File: src/rtl/victim_wb_ctrl_pkg.sv
// Shared victim-cache types: physical address, byte type, line geometry helpers
// and the write-back drain FSM state encoding.
package victim_wb_ctrl_pkg;

  localparam int unsigned PHYS_WIDTH = 32;

  typedef logic [PHYS_WIDTH-1:0] phys_t;
  typedef logic [7:0]            uint8_t;

  typedef enum logic [1:0] {
    IDLE,
    ADDR,
    DATA,
    RESP
  } wb_state_t;

  function automatic int unsigned line_byte_offset(input int unsigned line_width);
    return $clog2(line_width / 8);
  endfunction

  function automatic int unsigned label_width(input int unsigned line_width);
    return PHYS_WIDTH - line_byte_offset(line_width);
  endfunction

endpackage

File: src/rtl/victim_wb_ctrl_if.sv
// Memory write bus (address, data and response channels) between the
// victim write-back controller (master) and the memory system (slave).
interface victim_wb_ctrl_if
  import victim_wb_ctrl_pkg::*;
#(
  parameter int unsigned BUS_WIDTH = 32
);
  phys_t                  awaddr;
  uint8_t                 awlen;
  logic                   awvalid;
  logic                   awready;
  logic [BUS_WIDTH-1:0]   wdata;
  logic [BUS_WIDTH/8-1:0] wstrb;
  logic                   wlast;
  logic                   wvalid;
  logic                   wready;
  logic [1:0]             bresp;
  logic                   bvalid;
  logic                   bready;

  modport master (
    output awaddr, awlen, awvalid,
    input  awready,
    output wdata, wstrb, wlast, wvalid,
    input  wready,
    input  bresp, bvalid,
    output bready
  );

  modport slave (
    input  awaddr, awlen, awvalid,
    output awready,
    input  wdata, wstrb, wlast, wvalid,
    output wready,
    output bresp, bvalid,
    input  bready
  );

endinterface

File: src/rtl/victim_wb_ctrl.sv
// Victim cache write-back drain: pops one evicted line, writes it as a single
// burst, and exports the in-flight label so refills of that line can stall.
module victim_wb_ctrl
  import victim_wb_ctrl_pkg::*;
#(
  parameter  int unsigned LINE_WIDTH  = 256,
  parameter  int unsigned BUS_WIDTH   = 32,
  localparam int unsigned LABEL_WIDTH = label_width(LINE_WIDTH)
) (
  input  logic                              clk,
  input  logic                              rst,
  input  logic [LABEL_WIDTH+LINE_WIDTH-1:0] vc_rline,
  input  logic                              vc_empty,
  output logic                              vc_pop,
  victim_wb_ctrl_if.master                  bus,
  output logic                              inflight_valid,
  output logic [LABEL_WIDTH-1:0]            inflight_label,
  input  logic                              flush_req,
  output logic                              flush_done,
  output logic                              bus_err,
  output logic [31:0]                       lines_written
);

  localparam int unsigned BEATS  = LINE_WIDTH / BUS_WIDTH;
  localparam int unsigned OFFSET = line_byte_offset(LINE_WIDTH);
  localparam int unsigned BEAT_W = (BEATS > 1) ? $clog2(BEATS) : 1;
  localparam logic [BEAT_W-1:0] LAST_BEAT = BEAT_W'(BEATS - 1);

  wb_state_t                          state_q, state_d;
  logic [BEATS-1:0][BUS_WIDTH-1:0]    line_q;
  logic [LABEL_WIDTH-1:0]             label_q;
  logic [BEAT_W-1:0]                  beat_q;
  logic                               w_hs;
  logic                               b_hs;

  always_ff @(posedge clk or negedge rst) begin
    if (!rst) state_q <= IDLE;
    else      state_q <= state_d;
  end

  // Pop is gated by reset so the cache never loses a head line the
  // controller is not able to latch.
  always_comb begin
    state_d      = state_q;
    vc_pop       = 1'b0;
    bus.awvalid  = 1'b0;
    bus.wvalid   = 1'b0;
    bus.wlast    = 1'b0;
    bus.bready   = 1'b0;
    case (state_q)
      IDLE: begin
        vc_pop = rst & ~vc_empty;
        if (vc_pop) state_d = ADDR;
      end
      ADDR: begin
        bus.awvalid = 1'b1;
        if (bus.awready) state_d = DATA;
      end
      DATA: begin
        bus.wvalid = 1'b1;
        bus.wlast  = (beat_q == LAST_BEAT);
        if (bus.wready && bus.wlast) state_d = RESP;
      end
      RESP: begin
        bus.bready = 1'b1;
        if (bus.bvalid) begin
          vc_pop  = rst & ~vc_empty;
          state_d = vc_pop ? ADDR : IDLE;
        end
      end
      default: state_d = IDLE;
    endcase
  end

  assign w_hs = bus.wvalid & bus.wready;
  assign b_hs = bus.bvalid & bus.bready;

  always_ff @(posedge clk or negedge rst) begin
    if (!rst) begin
      line_q        <= '0;
      label_q       <= '0;
      beat_q        <= '0;
      lines_written <= '0;
      bus_err       <= 1'b0;
    end else begin
      if (vc_pop) begin
        line_q  <= vc_rline[LINE_WIDTH-1:0];
        label_q <= vc_rline[LINE_WIDTH +: LABEL_WIDTH];
        beat_q  <= '0;
      end else if (w_hs) begin
        beat_q  <= beat_q + 1'b1;
      end
      if (b_hs) begin
        lines_written <= lines_written + 32'd1;
        bus_err       <= bus_err | (bus.bresp != 2'b00);
      end
    end
  end

  assign bus.awaddr     = {label_q, {OFFSET{1'b0}}};
  assign bus.awlen      = 8'(BEATS - 1);
  assign bus.wdata      = line_q[beat_q];
  assign bus.wstrb      = '1;
  assign inflight_valid = (state_q != IDLE);
  assign inflight_label = label_q;
  assign flush_done     = rst & flush_req & (state_q == IDLE) & vc_empty;

endmodule

File: src/flat_wrapper.sv
// flat-port wrapper written by rule: the top's interface ports become plain ports
module victim_wb_ctrl_flat import victim_wb_ctrl_pkg::*;
#(
  parameter  int unsigned LINE_WIDTH  = 256,
  parameter  int unsigned BUS_WIDTH   = 32,
  localparam int unsigned LABEL_WIDTH = label_width(LINE_WIDTH)
)
  (clk, rst, vc_rline, vc_empty, vc_pop, inflight_valid, inflight_label, flush_req, flush_done, bus_err, lines_written, bus_awaddr, bus_awlen, bus_awvalid, bus_awready, bus_wdata, bus_wstrb, bus_wlast, bus_wvalid, bus_wready, bus_bresp, bus_bvalid, bus_bready);
  victim_wb_ctrl_if #(.BUS_WIDTH(BUS_WIDTH)) bus_i ();
  input  logic clk;
  input  logic rst;
  input  logic [LABEL_WIDTH+LINE_WIDTH-1:0] vc_rline;
  input  logic vc_empty;
  output logic vc_pop;
  output logic inflight_valid;
  output logic [LABEL_WIDTH-1:0] inflight_label;
  input  logic flush_req;
  output logic flush_done;
  output logic bus_err;
  output logic [31:0] lines_written;
  output wire logic [$bits(bus_i.awaddr)-1:0] bus_awaddr;
  output wire logic [$bits(bus_i.awlen)-1:0] bus_awlen;
  output wire logic [$bits(bus_i.awvalid)-1:0] bus_awvalid;
  input wire logic [$bits(bus_i.awready)-1:0] bus_awready;
  output wire logic [$bits(bus_i.wdata)-1:0] bus_wdata;
  output wire logic [$bits(bus_i.wstrb)-1:0] bus_wstrb;
  output wire logic [$bits(bus_i.wlast)-1:0] bus_wlast;
  output wire logic [$bits(bus_i.wvalid)-1:0] bus_wvalid;
  input wire logic [$bits(bus_i.wready)-1:0] bus_wready;
  input wire logic [$bits(bus_i.bresp)-1:0] bus_bresp;
  input wire logic [$bits(bus_i.bvalid)-1:0] bus_bvalid;
  output wire logic [$bits(bus_i.bready)-1:0] bus_bready;
  assign bus_awaddr = bus_i.awaddr;
  assign bus_awlen = bus_i.awlen;
  assign bus_awvalid = bus_i.awvalid;
  assign bus_i.awready = bus_awready;
  assign bus_wdata = bus_i.wdata;
  assign bus_wstrb = bus_i.wstrb;
  assign bus_wlast = bus_i.wlast;
  assign bus_wvalid = bus_i.wvalid;
  assign bus_i.wready = bus_wready;
  assign bus_i.bresp = bus_bresp;
  assign bus_i.bvalid = bus_bvalid;
  assign bus_bready = bus_i.bready;
  victim_wb_ctrl #(.LINE_WIDTH(LINE_WIDTH), .BUS_WIDTH(BUS_WIDTH)) u_core (.clk(clk), .rst(rst), .vc_rline(vc_rline), .vc_empty(vc_empty), .vc_pop(vc_pop), .bus(bus_i), .inflight_valid(inflight_valid), .inflight_label(inflight_label), .flush_req(flush_req), .flush_done(flush_done), .bus_err(bus_err), .lines_written(lines_written));
endmodule
File: config.mk
export PLATFORM = sky130hd
export DESIGN_NAME = victim_wb_ctrl_flat
export DESIGN_NICKNAME = d
export VERILOG_FILES = /design/src/rtl/victim_wb_ctrl_pkg.sv /design/src/rtl/victim_wb_ctrl_if.sv /design/src/rtl/victim_wb_ctrl.sv /design/src/flat_wrapper.sv
export SDC_FILE = /design/constraint.sdc
export NUM_CORES = 1
export LEC_CHECK = 0
export BUFFER_PORTS_ARGS = -buffer_cell sky130_fd_sc_hd__buf_4
export CORE_MARGIN = 2
export CORE_UTILIZATION = 47
export DETAILED_ROUTE_END_ITERATION = 16
export PLACE_DENSITY = 0.79
export SYNTH_ARGS = -nofsm -noshare
export SYNTH_HDL_FRONTEND = slang
export SYNTH_SLANG_ARGS = --single-unit
File: constraint.sdc
create_clock -name clk -period 1.85 [get_ports clk]
set_input_delay 0.0925 -clock clk [delete_from_list [all_inputs] [get_ports clk]]
set_output_delay 0.0925 -clock clk [all_outputs]
set_load 0.1 [all_outputs]
**Yosys cells after proc, flatten, opt, wreduce, memory -nomap -nowiden**

Index checks and enable logic that the tools add are counted.
W data, S select, Z words.

- Add/subtract/negate cells: 2
- Eq/ne operators: 8
- Reductions and logical operators: 6
- Multiplexer cells: 16
- Bitwise gates (word level): 8
- Magnitude comparators: 1

Operators by type and width:

| kind | count |
|---|---|
| $bmux W32 S3 | 1 |
| $add A32 B1 Y32 const B | 1 |
| $mux W32 | 1 |
| $mux W2 | 4 |
| $pmux W2 S4 | 1 |
| $and A1 B1 Y1 | 6 |
| $mux W1 | 6 |
| $mux W3 | 2 |
| $reduce_bool A2 Y1 | 3 |
| $eq A2 B2 Y1 const B | 2 |
| $lt A3 B4 Y1 const B | 1 |
| $ne A2 B1 Y1 const B | 2 |
| $ne A2 B2 Y1 const B | 2 |
| $reduce_and A4 Y1 | 1 |
| $add A3 B1 Y3 const B | 1 |
| $eq A3 B3 Y1 const B | 1 |
| $eq A2 B1 Y1 const B | 1 |
| $logic_not A2 Y1 | 1 |
| $pmux W1 S2 | 1 |
| $logic_and A1 B1 Y1 | 1 |
| $not A1 Y1 | 1 |
| $or A1 B1 Y1 | 1 |

- Output and inout bits: 143
- Register bits: 321

**Depth between registers and ports, before layout**

Gate-level depths: netlist (run 1).

- Depth in word-level cells: 5
- Gate-level depth with buffers: 7
- Mapped depth without buffers: 6

**Worst setup path before layout (run 1)**

OpenSTA, ideal clock, no wires.

- Path type: reg-to-reg
- From: reg u_core.state_q[0]
- To: reg u_core.line_q[57] (netlist name)
- Arrival time: 2846 ps
- Cell stages (with the launch flop): 7
- Clock period less this slack: 2973 ps
- Path slack: -1123 ps
- Cells stage by stage: dfrtp_1 -> ha_1 -> nand2_1 -> a211oi_2 -> buf_4 -> buf_6 -> mux2_1

- Longest elaborated chain between the ends: 2

Ends and longest elaborated chain:

| element | RTL line | source |
|---|---|---|
| start, declared | victim_wb_ctrl.sv:29 | `wb_state_t state_q, state_d;` |
| start signal, assigned | victim_wb_ctrl.sv:38 | `else state_q <= state_d;` |
| $eq A2 B2 Y1 / $logic_not A2 Y1 (equally long branches) | victim_wb_ctrl.sv:50 | `case (state_q)` |
| $pmux W1 S2 (*) | victim_wb_ctrl.sv:50 |  |
| net vc_pop | flat_wrapper.sv:14 | `output logic vc_pop;` |
| end signal, assigned | victim_wb_ctrl.sv:87 | `line_q <= vc_rline[LINE_WIDTH-1:0];` |
| end, declared | victim_wb_ctrl.sv:30 | `logic [BEATS-1:0][BUS_WIDTH-1:0] line_q;` |

Mark *: on every way through the listed nets, which the timed path passes. The rest lies on a longest branch.
A chain may end at the register's enable or synchronous reset.

**Worst setup path after layout (run 1)**

- From: reg u_core.beat_q[0]
- To: out bus_wdata[14]

- Longest elaborated chain between the ends: 2

Ends and longest elaborated chain:

| element | RTL line | source |
|---|---|---|
| start, declared | victim_wb_ctrl.sv:32 | `logic [BEAT_W-1:0] beat_q;` |
| start signal, assigned | victim_wb_ctrl.sv:91 | `beat_q <= beat_q + 1'b1;` |
| $bmux W32 S3 | victim_wb_ctrl.sv:102 | `assign bus.wdata = line_q[beat_q];` |
| $mux W32 (implied by the code) | victim_wb_ctrl.sv:102 |  |
| end, declared | flat_wrapper.sv:25 | `output wire logic [$bits(bus_i.wdata)-1:0] bus_wdata;` |

Every way passes these cells. The select of a mux whose other input is x is not followed.

==> results of run 1 <==
-- report_power, final --
part / internal [W] / leakage [nW] / switching, W / total [W]
Clock: 0.00434 / 0.583 / 0.00307 / 0.00741
Combinational: 0.0153 / 7.58 / 0.0181 / 0.0334
Sequential: 0.0103 / 3.86 / 0.00268 / 0.0130
Total: 0.0300 / 12.0 / 0.0239 / 0.0539
-- registers in the layout, summed over array words and instances, names as in the netlist --
signal / count
u_core.line_q: 256
u_core.lines_written: 32
u_core.inflight_label: 27
u_core.beat_q: 3
u_core.state_q: 2
u_core.bus_err: 1
-- metrics by stage --
step	utilization (%)	total power (W)	instance area [sq um]	std cells	hold WS, ns
floorplan	-	0.0311	15000	942	-0.203
global placement	61.3	0.0359	18700	1725	0.0736
detailed placement	61.3	0.0364	18700	1725	0.0770
CTS	83.2	0.0505	25500	2146	0.0688
global route	85.2	0.0552	26100	2163	0.158
finish	85.2	0.0539	26100	2165	0.146
-- cells by family (layout without fill, tap and decap cells) --
logic type | after synthesis | in the layout
compound gates | 11 | 11
xor+xnor | 32 | 32
fa+ha+maj | 8 | 8
buf+inv | 102 | 915
flops | 321 | 321
mux | 380 | 380
other cells | 2 | 31
simple gates | 71 | 71
-- layout make-up --
type                       count  area (sq um)
antenna                       14          35.0
clock inverter                12           149
sequential                   321          8100
clock buffer                  50          1030
inverter                       8          33.8
fill                        1309          4530
multi-input combinational    519          7300
tap                          396           495
timing repair buffer         845          8910
-- per-layer routing --
metal  part of all wire (%)  global-route usage, %
met4                    6.4                   18.5
met1                     34                   36.2
met2                     54                   62.7
met3                    5.5                   5.98
met5                  0.019                      0
-- how the worst max path moves through the flow --
stage / end / slack, ns / cells after the start
2_1_floorplan: u_core.line_q[57]$_DFFE_PN0P_ / -0.58 / 7
3_3_place_gp: u_core.line_q[22]$_DFFE_PN0P_ / -0.17 / 7
3_5_place_dp: u_core.inflight_label[3]$_DFFE_PN0P_ / -0.22 / 7
4_1_cts: bus_wdata[19] / -0.58 / 5
5_1_grt: bus_wdata[14] / -0.64 / 5
6_report: bus_wdata[14] / -0.61 / 5
-- worst max-delay path, stage by stage, from the launching register on --
cell	delay, ns
dfrtp_4	0.48
buf_12	0.15
buf_12	0.15
mux4_2	0.59
mux2_4	0.31
buf_12	0.17
-- cells in the mapped netlist, drive strengths merged, types with 3 or more instances --
cell type / count
nor2: 7
ha: 8
nor3: 4
nand3: 17
buf: 81
xnor2: 21
mux2: 316
mux4: 64
and4: 3
dfrtp: 321
and3: 7
clkbuf: 13
xor2: 11
nand4: 10
inv: 8
o21ai: 3
nor4: 5
nand2: 11
-- repair_timing --
item	in CTS	in global routing
gates cloned	25	6
hold buffers	288	0
gates resized for setup	361	165
hold endpoints to repair	444	0
pin swaps	2	5
buffers inserted	49	20
endpoints found under the setup margin	324	342
==> run metrics, run 1 <==
Max FO, Critical Path 8; clock sink count 321; largest family of logic cells by synthesized area multiplexers; most common cell after layout, fill and taps aside buf_4; failing checks setup timing; Max-slew headroom 42.5%; f_max 0.406 GHz; Initial Util 47.6%; share of post-route cells with drive strength above 1 59.7%; syn avg cell area 15.7 sq um; reg2reg end u_core.line_q[89]$_DFFE_PN0P_; DRT iter0 DRCs 670; initial antenna violation count 14; XOR/XNOR Fraction of Synth Area 1.92%; fin nets 2031; drt wl/cell 27.0 microns; endpoints failing setup 322; Crit path required time 1.76 ns; TritonCTS clock tree built; Synth Area in Simple Gates 2.75%; maximum vdd ir drop 1.97 mV; Die X-Extent 180 microns; hold crit path type input pin to register; synthesized instance count 927; Clock transition at path regs 0.07 ns; reg2reg start u_core.state_q[0]$_DFFE_PN0P_; IO Pins 435; Die Span Y 180 microns; Detailed Route WL 58.4 mm; PnR worst setup slack -0.613 ns; share of flip-flops with an asynchronous set or reset 100%; crit path from u_core.beat_q[0]$_DFFE_PN0P_; DIE AREA 32400 sq um; CP Launch Type register; outcome finished, violations left; crit path kind register to output pin; grt ovf 0; Core Area 30600 sq um; DR vias/cell 5.59; Hold Vio Cnt, Final 0; power density over the cells 2070 nW/um^2; commonest cells after routing, fill and taps aside 404 x buf_4, 315 x mux2_4, 291 x dfrtp_1, 288 x dlygate4sd3_1, 92 x buf_12; worst min-delay path startpoint vc_empty; Final Slew Violations 0; Synth Register Bits 321; Worst setup EP type output pin; top_reg_cell synth dfrtp_1; critical path data arrival time 2.37 ns; post-synth cell types 35; I/O Buffers 417; area grow syn2layout 78.9%; first-pass GRT wire length 83.2 mm; residual DRC count 0; DP HPWL 27.2 mm; worst slack, placed -0.218 ns; Worst-Skew Late Latency 0.51 ns; H-tree depth 2; Antenna Nets Post-Route 0; post-route minimum period 2.46 ns; R2R cell count 11; share of the synthesized area in the top cell type 55.1%; Area contributors post-synth dfrtp_1 55%, mux2_1 17%, mux4_2 9.9%, mux2_2 7.0%, buf_4 3.5%; First-pass DRT Iterations 4; vias in the first global route 13800; number of synthesized flops with an enable pin 0; GPL Wtd Cong 0.792; R2R Setup Slk -0.49 ns; clock tree buffer depth 3; CTS buffer count 36; Hold EP u_core.state_q[0]$_DFFE_PN0P_; CTS root buffer clkbuf_16; row cnt 64; YS warnings 0; post-synthesis compound-gate area fraction 0.515%; sequential-to-total area share from yosys stat 55.1%; setup_tns -113.99 ns; unrepaired setup endpoints after global routing yes; clk_skew 0.0223 ns; Yosys top cell by area dfrtp_1; measured slew at the worst slew-check pin 0.862 ns; multiplexer area fraction after synthesis 34.3%; Mapped Area 14600 sq um; Min-Delay Path Depth 5; leak pwr 12.0 nW; Total Routing Usage GR 33.7%; Vias 12100; adder-cell share of the synthesized area 0.687%; period utilisation layout 133%; number of max-cap violations 0; largest net degree at the start of global routing 136
No activity file was read; power rests on OpenSTA's default activity.
==> run 2, diff against run 1 <==
--- a/config.mk
+++ b/config.mk
@@ -7,9 +7,9 @@
 export LEC_CHECK = 0
 export BUFFER_PORTS_ARGS = -buffer_cell sky130_fd_sc_hd__buf_4
 export CORE_MARGIN = 2
-export CORE_UTILIZATION = 47
+export CORE_UTILIZATION = 52
 export DETAILED_ROUTE_END_ITERATION = 16
-export PLACE_DENSITY = 0.79
+export PLACE_DENSITY = 0.82
 export SYNTH_ARGS = -nofsm -noshare
 export SYNTH_HDL_FRONTEND = slang
 export SYNTH_SLANG_ARGS = --single-unit
==> constraint.sdc (replaced) <==
create_clock -name clk -period 2.7 [get_ports clk]
set_input_delay 0.135 -clock clk [delete_from_list [all_inputs] [get_ports clk]]
set_output_delay 0.135 -clock clk [all_outputs]
set_load 0.1 [all_outputs]
==> run 2 against run 1 <==
Effect of this change: the run now ends clean; clock-buffer cell count increased by 3; final cell count shrank 6.4%; sequential power shrank 35%; register-to-register slack better by 0.70 ns; final area is 16% lower; global-route usage decreased by 4.1 points; clock skew decreased by 0.010 ns; critical endpoint is now vc_pop.
==> run metrics, run 2 (same netlist as run 1, synthesis figures left out) <==
outcome complete, no violations; initial antenna violation count 12 (-2); Clock transition at path regs 0.06 ns (about the same); worst slack, placed 0.409 ns (+0.627 ns); Core Area 27700 sq um (-9.4%); IO Pins 435 (unchanged); Final Slew Violations 0 (unchanged); first-pass GRT wire length 66.2 mm (-20%); Die X-Extent 171 microns (-4.8%); Crit path required time 2.57 ns (+0.81 ns); maximum vdd ir drop 1.48 mV (-25%); most common cell after layout, fill and taps aside buf_4; Worst setup EP type output pin; f_max 0.388 GHz; share of post-route cells with drive strength above 1 40.0% (-20 points); Max-slew headroom 39.4% (-3.1 points); Area after DPL 17900 sq um (-4.5%); GPL Wtd Cong 0.814 (+2.8%); drt wl/cell 21.7 microns (-20%); max reg flops 256 (unchanged); R2R cell count 8 (-3); end point of the critical path vc_pop; R2R Setup Slk 0.21 ns (+0.70 ns); area grow syn2layout 51.1%; post-layout util 79.5% (-5.7 points); commonest cells after routing, fill and taps aside 427 x buf_4, 318 x dfrtp_1, 288 x dlygate4sd3_1, 226 x mux2_1, 90 x mux2_2; measured slew at the worst slew-check pin 0.909 ns (+0.0466 ns); clock tree buffer depth 3 (unchanged); largest reg by FF count u_core.line_q; largest net degree at the start of global routing 172 (+26%); fin nets 1915 (-5.7%); Vias 10800 (-11%); critical path data arrival time 2.44 ns (+0.07 ns); clk_skew 0.0119 ns (-0.0104 ns); CP Launch Type register; H-tree depth 2 (unchanged); endpoints failing setup 0 (-100%); DRT iter0 DRCs 573 (-14%); clock sink count 321 (unchanged); Max FO, Critical Path 48 (+40); Hold Slack 0.129 ns (-0.0170 ns); residual DRC count 0 (unchanged); Die Span Y 171 microns (-4.8%); row cnt 61 (-4.7%); Initial Util 52.6% (+5.0 points); crit-path most repeated cell inv_1; leak pwr 9.99 nW (-17%); crit path kind register to output pin; crit path cell chain inv_1 > ha_1 > inv_1 > a211oi_4 > buf_12 > buf_4; DIE AREA 29400 sq um (-9.4%); PostCTS Resize Cnt 0 (-100%); CTS root buffer clkbuf_16; Detailed Route WL 43.9 mm (-25%); Worst path slowest cell dfrtp_1; Total Routing Usage GR 29.6% (-4.1 points); reg2reg start u_core.state_q[1]$_DFFE_PN0P_; hold crit path type input pin to async pin; I/O Buffers 417 (unchanged); period utilisation layout 95.4%; reg2reg end u_core.line_q[44]$_DFFE_PN0P_; DR vias/cell 5.35 (-4.4%); Antenna Nets Post-Route 0 (unchanged); Worst-Skew Late Latency 0.50 ns (about the same); PnR worst setup slack 0.125 ns (+0.738 ns); crit path from u_core.state_q[1]$_DFFE_PN0P_; power density over the cells 1340 nW/um^2 (-35%); Final Total Pwr 0.0295 W (-45%); grt ovf 0 (unchanged); Worst path max stage delay 0.41 ns (-0.18 ns); Design Area, Final 22000 sq um (-16%); number of max-cap violations 0 (unchanged); vias in the first global route 12000 (-13%); First-pass DRT Iterations 4 (unchanged); post-route minimum period 2.57 ns; Hold Vio Cnt, Final 0 (unchanged); TritonCTS clock tree built; DP HPWL 24.5 mm (-10%); CTS buffer count 36 (unchanged)
-- run 2: area by class of cell --
type | instances | area, sq um
multi-input combinational | 519 | 5930
fill | 1472 | 5690
antenna | 15 | 37.5
clock inverter | 3 | 40.0
tap | 378 | 473
inverter | 8 | 30.0
clock buffer | 53 | 1090
timing repair buffer | 729 | 6380
sequential | 321 | 8040
-- run 2: power breakdown --
group / internal, W / switching [W] / total [W]
clock: 0.00285 / 0.00190 / 0.00474
sequential: 0.00705 / 0.00144 / 0.00849
combinational: 0.00545 / 0.0108 / 0.0163
total: 0.0154 / 0.0142 / 0.0295
-- run 2: worst min path at each step --
stage,startpoint,slack (ns),endpoint
final,rst,0.13,u_core.lines_written[7]$_DFFE_PN0P_
after global routing,rst,0.12,u_core.lines_written[7]$_DFFE_PN0P_
after CTS,rst,0.08,u_core.lines_written[7]$_DFFE_PN0P_
after detailed placement,rst,0.03,u_core.lines_written[11]$_DFFE_PN0P_
after global placement,rst,0.03,u_core.lines_written[11]$_DFFE_PN0P_
after floorplan,rst,-0.16,u_core.beat_q[0]$_DFFE_PN0P_
-- run 2: worst max-delay path, delay by kind of cell (launching register included) --
kind / cells / cell delay (ns)
AOI/OAI and AO/OA: 1 / 0.34
DFF: 1 / 0.41
adders and majority gates: 1 / 0.21
buffers and inverters: 4 / 0.90
-- run 2: what timing repair did --
item	CTS	global route
setup endpoints to repair	6	1
hold buffers	288	0
cloned	1	0
buffers inserted	3	1
hold endpoints to repair	323	0
pin swaps	0	1
-- run 2: through the flow --
step           instances  TNS, ns
2_1_floorplan        942        0
3_3_place_gp        1662        0
3_5_place_dp        1662        0
4_1_cts             2010        0
5_1_grt             2022  -0.0226
6_report            2026        0
-- run 2: per-layer routing --
layer | wire, microns | track usage [%] | up-vias
met5 | 13 | 0 | -
li1 | - | - | 4706
met2 | 23700 | 54.0 | 435
met4 | 1920 | 13.9 | 2
met3 | 2240 | 5.75 | 134
met1 | 16000 | 33.3 | 5556
==> run 3, diff against run 2 <==
--- a/config.mk
+++ b/config.mk
@@ -9,6 +9,7 @@
 export CORE_MARGIN = 2
 export CORE_UTILIZATION = 52
 export DETAILED_ROUTE_END_ITERATION = 16
+export MAX_ROUTING_LAYER = met4
 export PLACE_DENSITY = 0.82
 export SYNTH_ARGS = -nofsm -noshare
 export SYNTH_HDL_FRONTEND = slang
==> run 3 against run 2 <==
Effect of this change: die area unchanged; register-to-register slack about the same; sequential power is essentially flat; non-clock buffer count is the same; combinational power is essentially flat; flip-flop and latch count stayed put; critical endpoint unchanged.
==> run metrics, run 3 (same netlist as run 1, synthesis figures left out) <==
CTS buffer count 36 (unchanged); share of post-route cells with drive strength above 1 40.0% (unchanged); R2R cell count 7 (-1); clock tree buffer depth 3 (unchanged); buffers plus inverters on the worst setup path 2 (-2); clock sink count 321 (unchanged); Top delay family on crit path buffers and inverters; I/O Buffers 417 (unchanged); crit path kind register to output pin; R2R Setup Slk 0.21 ns (about the same); period utilisation layout 95.2% (-0.20 points); DP HPWL 24.5 mm (unchanged); initial antenna violation count 12 (unchanged); Design Area, Final 22000 sq um (unchanged); IO Pins 435 (unchanged); Crit path required time 2.57 ns (about the same); row cnt 61 (unchanged); Final Slew Violations 0 (unchanged); Initial Util 52.6% (unchanged); grt ovf 0 (unchanged); largest reg by FF count u_core.line_q; first-pass GRT wire length 66.2 mm (about the same); sw power 0.0142 W (about the same); drt wl/cell 21.6 microns (-0.35%); Hold Slack 0.127 ns (-0.00205 ns); switching part of the total 48.0% (about the same); Worst path slowest cell dfrtp_1; FF+latch area 8040 sq um (unchanged); Max FO, Critical Path 48 (unchanged); Die X-Extent 171 microns (unchanged); Max-slew headroom 40.6% (+1.2 points); clk_skew 0.0129 ns (+0.00104 ns); crit path cell chain ha_2 > nand2_1 > a211oi_4 > buf_12 > buf_4; measured slew at the worst slew-check pin 0.891 ns (-0.0184 ns); Area after DPL 17900 sq um (unchanged); largest net degree at the start of global routing 172 (unchanged); Vias 10800 (-0.065%); CTS root buffer clkbuf_16; part of the power in registers 28.7% (about the same); Die Span Y 171 microns (unchanged); fin nets 1915 (unchanged); CP Launch Type register; Detailed Route WL 43.7 mm (-0.35%); DR vias/cell 5.34 (about the same); vias in the first global route 12000 (unchanged); Worst path max stage delay 0.40 ns (about the same); Filler cells 1474 (+0.14%); clock share of power 16.1% (about the same); Hold Vio Cnt, Final 0 (unchanged); reg2reg start u_core.state_q[0]$_DFFE_PN0P_; hold crit path type input pin to async pin; post-layout util 79.5% (unchanged); endpoints failing setup 0 (unchanged); outcome complete, no violations; post-route minimum period 2.57 ns (-0.00535 ns); setup_tns 0 ns (unchanged); power density over the cells 1340 nW/um^2 (about the same); number of max-cap violations 0 (unchanged); Worst-Skew Late Latency 0.50 ns (about the same); DRT iter0 DRCs 580 (+1.2%); PostCTS Resize Cnt 0 (unchanged); TritonCTS clock tree built; max reg flops 256 (unchanged); First-pass DRT Iterations 4 (unchanged); commonest cells after routing, fill and taps aside 427 x buf_4, 318 x dfrtp_1, 288 x dlygate4sd3_1, 226 x mux2_1, 90 x mux2_2; Worst setup EP type output pin; maximum vdd ir drop 1.48 mV (about the same); Antenna Nets Post-Route 0 (unchanged); Total Routing Usage GR 30.5% (+0.91 points); DIE AREA 29400 sq um (unchanged); power share of the combinational group 55.2% (about the same); critical path data arrival time 2.43 ns (about the same); f_max 0.389 GHz (+0.21%); area grow syn2layout 51.1% (unchanged); reg2reg end u_core.line_q[108]$_DFFE_PN0P_; footprint of the multi-input gates 5930 sq um (unchanged); GPL Wtd Cong 0.826 (+1.5%); leak pwr 9.99 nW (unchanged); H-tree depth 2 (unchanged); Int Pwr 0.0154 W (about the same); most common cell after layout, fill and taps aside buf_4; Core Area 27700 sq um (unchanged); Clock transition at path regs 0.06 ns (about the same); residual DRC count 0 (unchanged)
-- run 3: cell counts in the layout (fill, tap and decap cells not counted) --
No cell type changed its count.
-- run 3: cell type report --
| cell class | count | share of cell area, % |
|---|---|---|
| Multi-Input combinational cell | 519 | 26.9 |
| Clock inverter | 3 | 0.182 |
| Clock buffer | 53 | 4.93 |
| Sequential cell | 321 | 36.5 |
| Antenna cell | 15 | 0.171 |
| Tap cell | 378 | 2.15 |
| Timing Repair Buffer | 729 | 29.0 |
| Inverter | 8 | 0.136 |
-- run 3: stage by stage --
| step | setup slack (ns) | cells | power, W |
|---|---|---|---|
| 4_1_cts | 0.0115 | 2010 | 0.0291 |
| 3_5_place_dp | 0.409 | 1662 | 0.0239 |
| 3_3_place_gp | 0.455 | 1662 | 0.0236 |
| 2_1_floorplan | 0.122 | 942 | 0.0207 |
| 5_1_grt | -0.0188 | 2024 | 0.0306 |
| 6_report | 0.131 | 2026 | 0.0295 |
-- run 3: worst reg2reg max path: stages (launching register included) --
cell and delay [ns]:
dfrtp_1 0.40, ha_2 0.29, nand2_1 0.18, a211oi_4 0.34, buf_4 0.21, buf_12 0.22
buf_12 0.29, mux2_1 0.42
-- run 3: layer usage --
metal / GRT usage [%] / vias to the layer above / routed length [microns]
met4: 13.9 / 0 / 1980
met1: 33.7 / 5514 / 15900
li1: - / 4716 / -
met3: 5.32 / 149 / 2200
met5: - / - / 0
met2: 54.0 / 447 / 23700
-- run 3: timing repair --
action / 4_1_cts / 5_1_grt
cloned: 1 / 0
pin swaps: 0 / 1
endpoints found under the hold margin: 323 / 0
endpoints found under the setup margin: 6 / 1
buffers inserted: 3 / 1
hold buffers: 288 / 0
-- run 3: how the worst max path moves through the flow --
stage | from | to | slack (ns) | cells past startpoint
global placement | u_core.state_q[0]$_DFFE_PN0P_ | u_core.inflight_label[26]$_DFFE_PN0P_ | 0.46 | 6
detailed placement | u_core.state_q[0]$_DFFE_PN0P_ | u_core.line_q[18]$_DFFE_PN0P_ | 0.41 | 6
global route | u_core.state_q[1]$_DFFE_PN0P_ | vc_pop | -0.02 | 6
finish | u_core.state_q[0]$_DFFE_PN0P_ | vc_pop | 0.13 | 5
CTS | u_core.state_q[0]$_DFFE_PN0P_ | vc_pop | 0.01 | 5
floorplan | u_core.state_q[0]$_DFFE_PN0P_ | u_core.line_q[57]$_DFFE_PN0P_ | 0.12 | 6
-- run 3: power by group through the flow --
stage                     logic [W]  clock network (W)  registers, W
after floorplan              0.0111                  0       0.00957
after global placement       0.0153                  0       0.00826
after detailed placement     0.0156                  0       0.00836
after CTS                    0.0161            0.00480       0.00826
after global routing         0.0169            0.00502       0.00869
final                        0.0163            0.00475       0.00849
